### config.mk
export PLATFORM = sky130hd
export DESIGN_NAME = line_scheduler
export DESIGN_NICKNAME = d
export VERILOG_FILES = /design/src/rtl/line_scheduler.sv
export SDC_FILE = /design/constraint.sdc
export NUM_CORES = 1
export LEC_CHECK = 0
export CAP_MARGIN = 10
export CORE_ASPECT_RATIO = 1.25
export CORE_MARGIN = 3
export CORE_UTILIZATION = 55
export DETAILED_ROUTE_END_ITERATION = 7
export GPL_ROUTABILITY_DRIVEN = 0
export HOLD_SLACK_MARGIN = 0.15
export PLACE_DENSITY = 0.85
export SLEW_MARGIN = 20
export SYNTH_ARGS = -nofsm -noshare
export SYNTH_HDL_FRONTEND = slang
export SYNTH_SLANG_ARGS = --single-unit
### constraint.sdc
create_clock -name clk_in -period 19.2 [get_ports clk_in]
set_input_delay 3.84 -clock clk_in [delete_from_list [all_inputs] [get_ports clk_in]]
set_output_delay 3.84 -clock clk_in [all_outputs]
set_load 0.005 [all_outputs]
### src/rtl/line_scheduler.sv
// Double-buffered line table: requesters fill a shadow table during the frame,
// and the whole table is copied to the renderer-facing active table on the frame boundary.
module line_scheduler #(
   parameter int H_LAST = 1649,
   parameter int V_LAST = 749
) (
   input  logic        clk_in,
   input  logic        rst_in,
   input  logic [10:0] hcount_in,
   input  logic [9:0]  vcount_in,
   input  logic [1:0]  req_valid_in,
   output logic [1:0]  req_ready_out,
   input  logic [89:0] req_data_in,
   output logic [43:0] line_x1_out,
   output logic [43:0] line_x2_out,
   output logic [39:0] line_y1_out,
   output logic [39:0] line_y2_out,
   output logic [3:0]  line_active_out,
   output logic        sprite_rst_out,
   output logic        frame_commit_out,
   output logic [3:0]  dirty_out
);

   typedef enum logic {RUN = 1'b0, COMMIT = 1'b1} state_t;

   state_t      r_state;
   state_t      w_next_state;
   logic        r_last_grant;
   logic [3:0]  r_dirty;

   logic [10:0] r_sh_x1 [4];
   logic [9:0]  r_sh_y1 [4];
   logic [10:0] r_sh_x2 [4];
   logic [9:0]  r_sh_y2 [4];
   logic [3:0]  r_sh_act;

   logic [10:0] r_ac_x1 [4];
   logic [9:0]  r_ac_y1 [4];
   logic [10:0] r_ac_x2 [4];
   logic [9:0]  r_ac_y2 [4];
   logic [3:0]  r_ac_act;

   logic        w_boundary;
   logic        w_run_open;
   logic        w_commit_now;
   logic [1:0]  w_grant;
   logic        w_xfer;
   logic        w_sel;
   logic [44:0] w_req;
   logic [1:0]  w_slot;

   assign w_boundary   = (hcount_in == 11'(H_LAST)) && (vcount_in == 10'(V_LAST));
   assign w_run_open   = (r_state == RUN) && !w_boundary;
   assign w_commit_now = (r_state == RUN) && w_boundary;

   // Round-robin: on contention the requester that did not win last time goes next.
   always_comb begin
      w_grant = 2'b00;
      case (req_valid_in)
         2'b01:   w_grant = 2'b01;
         2'b10:   w_grant = 2'b10;
         2'b11:   w_grant = r_last_grant ? 2'b01 : 2'b10;
         default: w_grant = 2'b00;
      endcase
   end

   assign req_ready_out = w_run_open ? w_grant : 2'b00;
   assign w_xfer        = |req_ready_out;
   assign w_sel         = req_ready_out[1];
   assign w_req         = w_sel ? req_data_in[89:45] : req_data_in[44:0];
   assign w_slot        = w_req[44:43];

   always_ff @(posedge clk_in or posedge rst_in) begin
      if (rst_in) r_state <= RUN;
      else        r_state <= w_next_state;
   end

   always_comb begin
      w_next_state = r_state;
      case (r_state)
         RUN:     if (w_boundary) w_next_state = COMMIT;
         COMMIT:  w_next_state = RUN;
         default: w_next_state = RUN;
      endcase
   end

   // The renderer reset and commit strobe are exactly the COMMIT cycle.
   always_comb begin
      sprite_rst_out   = (r_state == COMMIT);
      frame_commit_out = (r_state == COMMIT);
   end

   always_ff @(posedge clk_in or posedge rst_in) begin
      if (rst_in) begin
         r_last_grant <= 1'b1;
         r_dirty      <= 4'b0000;
         r_sh_act     <= 4'b0000;
         r_ac_act     <= 4'b0000;
         for (int s = 0; s < 4; s++) begin
            r_sh_x1[s] <= '0;
            r_sh_y1[s] <= '0;
            r_sh_x2[s] <= '0;
            r_sh_y2[s] <= '0;
            r_ac_x1[s] <= '0;
            r_ac_y1[s] <= '0;
            r_ac_x2[s] <= '0;
            r_ac_y2[s] <= '0;
         end
      end else if (w_commit_now) begin
         r_dirty  <= 4'b0000;
         r_ac_act <= r_sh_act;
         for (int s = 0; s < 4; s++) begin
            r_ac_x1[s] <= r_sh_x1[s];
            r_ac_y1[s] <= r_sh_y1[s];
            r_ac_x2[s] <= r_sh_x2[s];
            r_ac_y2[s] <= r_sh_y2[s];
         end
      end else if (w_xfer) begin
         r_last_grant      <= w_sel;
         r_dirty[w_slot]   <= 1'b1;
         r_sh_act[w_slot]  <= w_req[42];
         r_sh_x1[w_slot]   <= w_req[41:31];
         r_sh_y1[w_slot]   <= w_req[30:21];
         r_sh_x2[w_slot]   <= w_req[20:10];
         r_sh_y2[w_slot]   <= w_req[9:0];
      end
   end

   always_comb begin
      line_x1_out = '0;
      line_x2_out = '0;
      line_y1_out = '0;
      line_y2_out = '0;
      for (int s = 0; s < 4; s++) begin
         line_x1_out[11*s +: 11] = r_ac_x1[s];
         line_x2_out[11*s +: 11] = r_ac_x2[s];
         line_y1_out[10*s +: 10] = r_ac_y1[s];
         line_y2_out[10*s +: 10] = r_ac_y2[s];
      end
   end

   assign line_active_out = r_ac_act;
   assign dirty_out       = r_dirty;

endmodule

==> results.json <==
{
  "antenna_found_initial": 0,
  "post-route-period-util": 0.521,
  "drive_gt1_frac": 0.403,
  "final_common_cell": "dfrtp_1",
  "die_h_um": 186,
  "worst_setup_path_end_kind": "output port",
  "die-area_um2": 27800,
  "syn_inst": 815,
  "power.total_mw": 1.77,
  "cts_buffers": 35,
  "grt_pass1_wl_mm": 48.0,
  "maxCapViolCount": 0,
  "wirelength_mm": 30.8,
  "cts-root-buf": "clkbuf_16",
  "cts-resized-gates": 0,
  "dpl-instance-area_um2": 17400,
  "nets": 1232,
  "final_design_area_no_fill_um2": 18500,
  "hold_ws_ns": 0.476,
  "cts_tree": "built",
  "num_antenna_cells": 0,
  "row_count": 65,
  "hold-path-endpoint": "dirty_out[1]",
  "coreArea_um2": 25300,
  "htreeDepth": 2,
  "finClkSkew_ns": 0.0138,
  "start_util": 0.562,
  "rsz0062_at_grt": "no",
  "required_ns": 15.36,
  "start_kind": "input pin",
  "cpMaxStageDelayCell": "or4b_2",
  "ys_types": 28,
  "grt_overflow": 0,
  "layout_common_cells": "dfrtp_1, clkdlybuf4s50_1, mux2_2, mux2_4, clkbuf_16",
  "fin_crit_ns": 10.00,
  "dr.pass1.iters": 4,
  "ant_nets": 0,
  "finalSetupViolCount": 0,
  "die_x_um": 150,
  "clk_latency_ns": 0.50,
  "area_growth_syn_to_layout_pct": 30.3,
  "hold_path_depth": 1,
  "p_leak_nw": 8.61,
  "critPathMaxFanout": 4,
  "io_pins": 295,
  "ys_seq_elements": 350,
  "cts_buffer_depth": 3,
  "yosysWarnings": 0,
  "hold_viol": 0,
  "critPathArrivalTime_ns": 6.16,
  "hpwlAfterDp_mm": 19.8,
  "power.density_nw_per_um2": 95.6,
  "clk_pin_slew_ns": 0.06,
  "port-buffer-count": 294,
  "synth_edf_count": 0,
  "post_cts_buffers": 0,
  "path_buf_inv": 2,
  "rrSetupSlack_ns": 16.11,
  "reg2reg_to": "line_x1_out[40]",
  "tightest_slew_ns": 0.972,
  "ys_seq_area_frac": 0.617,
  "drc": 0,
  "syn-cell-area_um2": 14200,
  "hp-class": "register to register",
  "first_global_vias": 8649,
  "async_flop_share": 1.00,
  "tns_ns": 0,
  "path_class": "input pin to output port",
  "vias": 7833,
  "drt_iter0_markers": 200,
  "r2r_start": "frame_commit_out",
  "slew_headroom": 0.352,
  "syn_avg_cell_area_um2": 17.4,
  "crit_path_max_incr_delay_ns": 0.63,
  "avgViaCountPerCell": 5.31,
  "maxClockFrequency_mhz": 100,
  "grt_max_degree": 111,
  "crit_chain": "clkdlybuf4s50_1 -> nand4b_1 -> or4b_2 -> nor4_2 -> and4b_1 -> clkdlybuf4s50_1",
  "holdBufCountCts": 0,
  "gr-usage-all-layers": 0.221,
  "path_delay_family": "simple AND/OR/NAND/NOR gates",
  "synthFlopType": "dfrtp_1",
  "min_from": "dirty_out[1]",
  "slew_viol_final": 0,
  "reg2reg_depth": 4,
  "avgRoutedWirePerCell_um": 20.9,
  "synthesis.nets": 930,
  "vdd_ir_drop_max_uv": 87.5,
  "status": "complete, no violations",
  "cts_sinks": 350,
  "cpMostUsedCell": "clkdlybuf4s50_1"
}
## cell families (layout without fill, tap and decap cells)
group | after synthesis | after routing | share of synthesized area
buffers and inverters | 45 | 369 | 0.0227
flip-flops | 350 | 350 | 0.617
multiplexers | 388 | 388 | 0.343
AND/OR/NAND/NOR | 22 | 22 | 0.0113
AO/OA/AOI/OAI | 10 | 10 | 0.00573
## cell usage after synthesis, drive strengths merged, types with 2 or more instances
cell | count | share of area
nand3b | 3 | 0.0016
a21o | 5 | 0.0026
buf | 33 | 0.020
nand4b | 4 | 0.0025
o21ai | 2 | 0.00070
nand2 | 2 | 0.00053
nor2 | 2 | 0.00053
nand2b | 2 | 0.00088
inv | 4 | 0.0011
nor3 | 2 | 0.00070
clkbuf | 8 | 0.0021
mux2 | 387 | 0.34
dfrtp | 349 | 0.61
## state kept, by name, summed over array words and instances (netlist names)
| signal | count |
|---|---|
| dirty_out | 4 |
| frame_commit_out | 1 |
| line_active_out | 4 |
| line_x1_out | 44 |
| line_x2_out | 44 |
| line_y1_out | 40 |
| line_y2_out | 40 |
| r_last_grant | 1 |
| r_sh_act | 4 |
| r_sh_x1 | 44 |
| r_sh_x2 | 44 |
| r_sh_y1 | 40 |
| r_sh_y2 | 40 |
## through the flow
step,util,std cells,worst slack (ns)
final,0.732,1474,9.20
after global routing,0.732,1474,9.15
after CTS,0.730,1473,9.21
after detailed placement,0.687,1414,9.22
after global placement,0.687,1414,9.24
after floorplan,-,815,5.65
## layer usage
layer | vias up | GRT usage | wire, um
met5 | - | 0 | 0
met2 | 204 | 0.386 | 16000
met4 | 0 | 0.0718 | 1040
li1 | 3504 | - | -
met3 | 64 | 0.0509 | 1710
met1 | 4061 | 0.273 | 12100
## power breakdown
part           switching (mW)  internal, mW
Clock                   0.267         0.380
Combinational          0.0781         0.129
Sequential             0.0615         0.853
Total                   0.407          1.36
## how the worst max path moves through the flow
stage               cells past startpoint  slack [ns]               end    startpoint
floorplan                               1        5.65      dirty_out[0]        rst_in
global placement                        6        9.24  req_ready_out[0]  vcount_in[9]
detailed placement                      6        9.22  req_ready_out[0]  vcount_in[9]
CTS                                     6        9.21  req_ready_out[0]  vcount_in[9]
global route                            6        9.15  req_ready_out[0]  hcount_in[9]
finish                                  6        9.20  req_ready_out[0]  hcount_in[9]
## cell type report
type | instances | area, um2
clock buffer | 55 | 1060
fill | 1555 | 6790
timing repair buffer | 306 | 3060
sequential | 350 | 8760
multi-input combinational | 420 | 5160
clock inverter | 4 | 26.3
tap | 335 | 419
inverter | 4 | 22.5
Power figures use the tool's default switching activity.
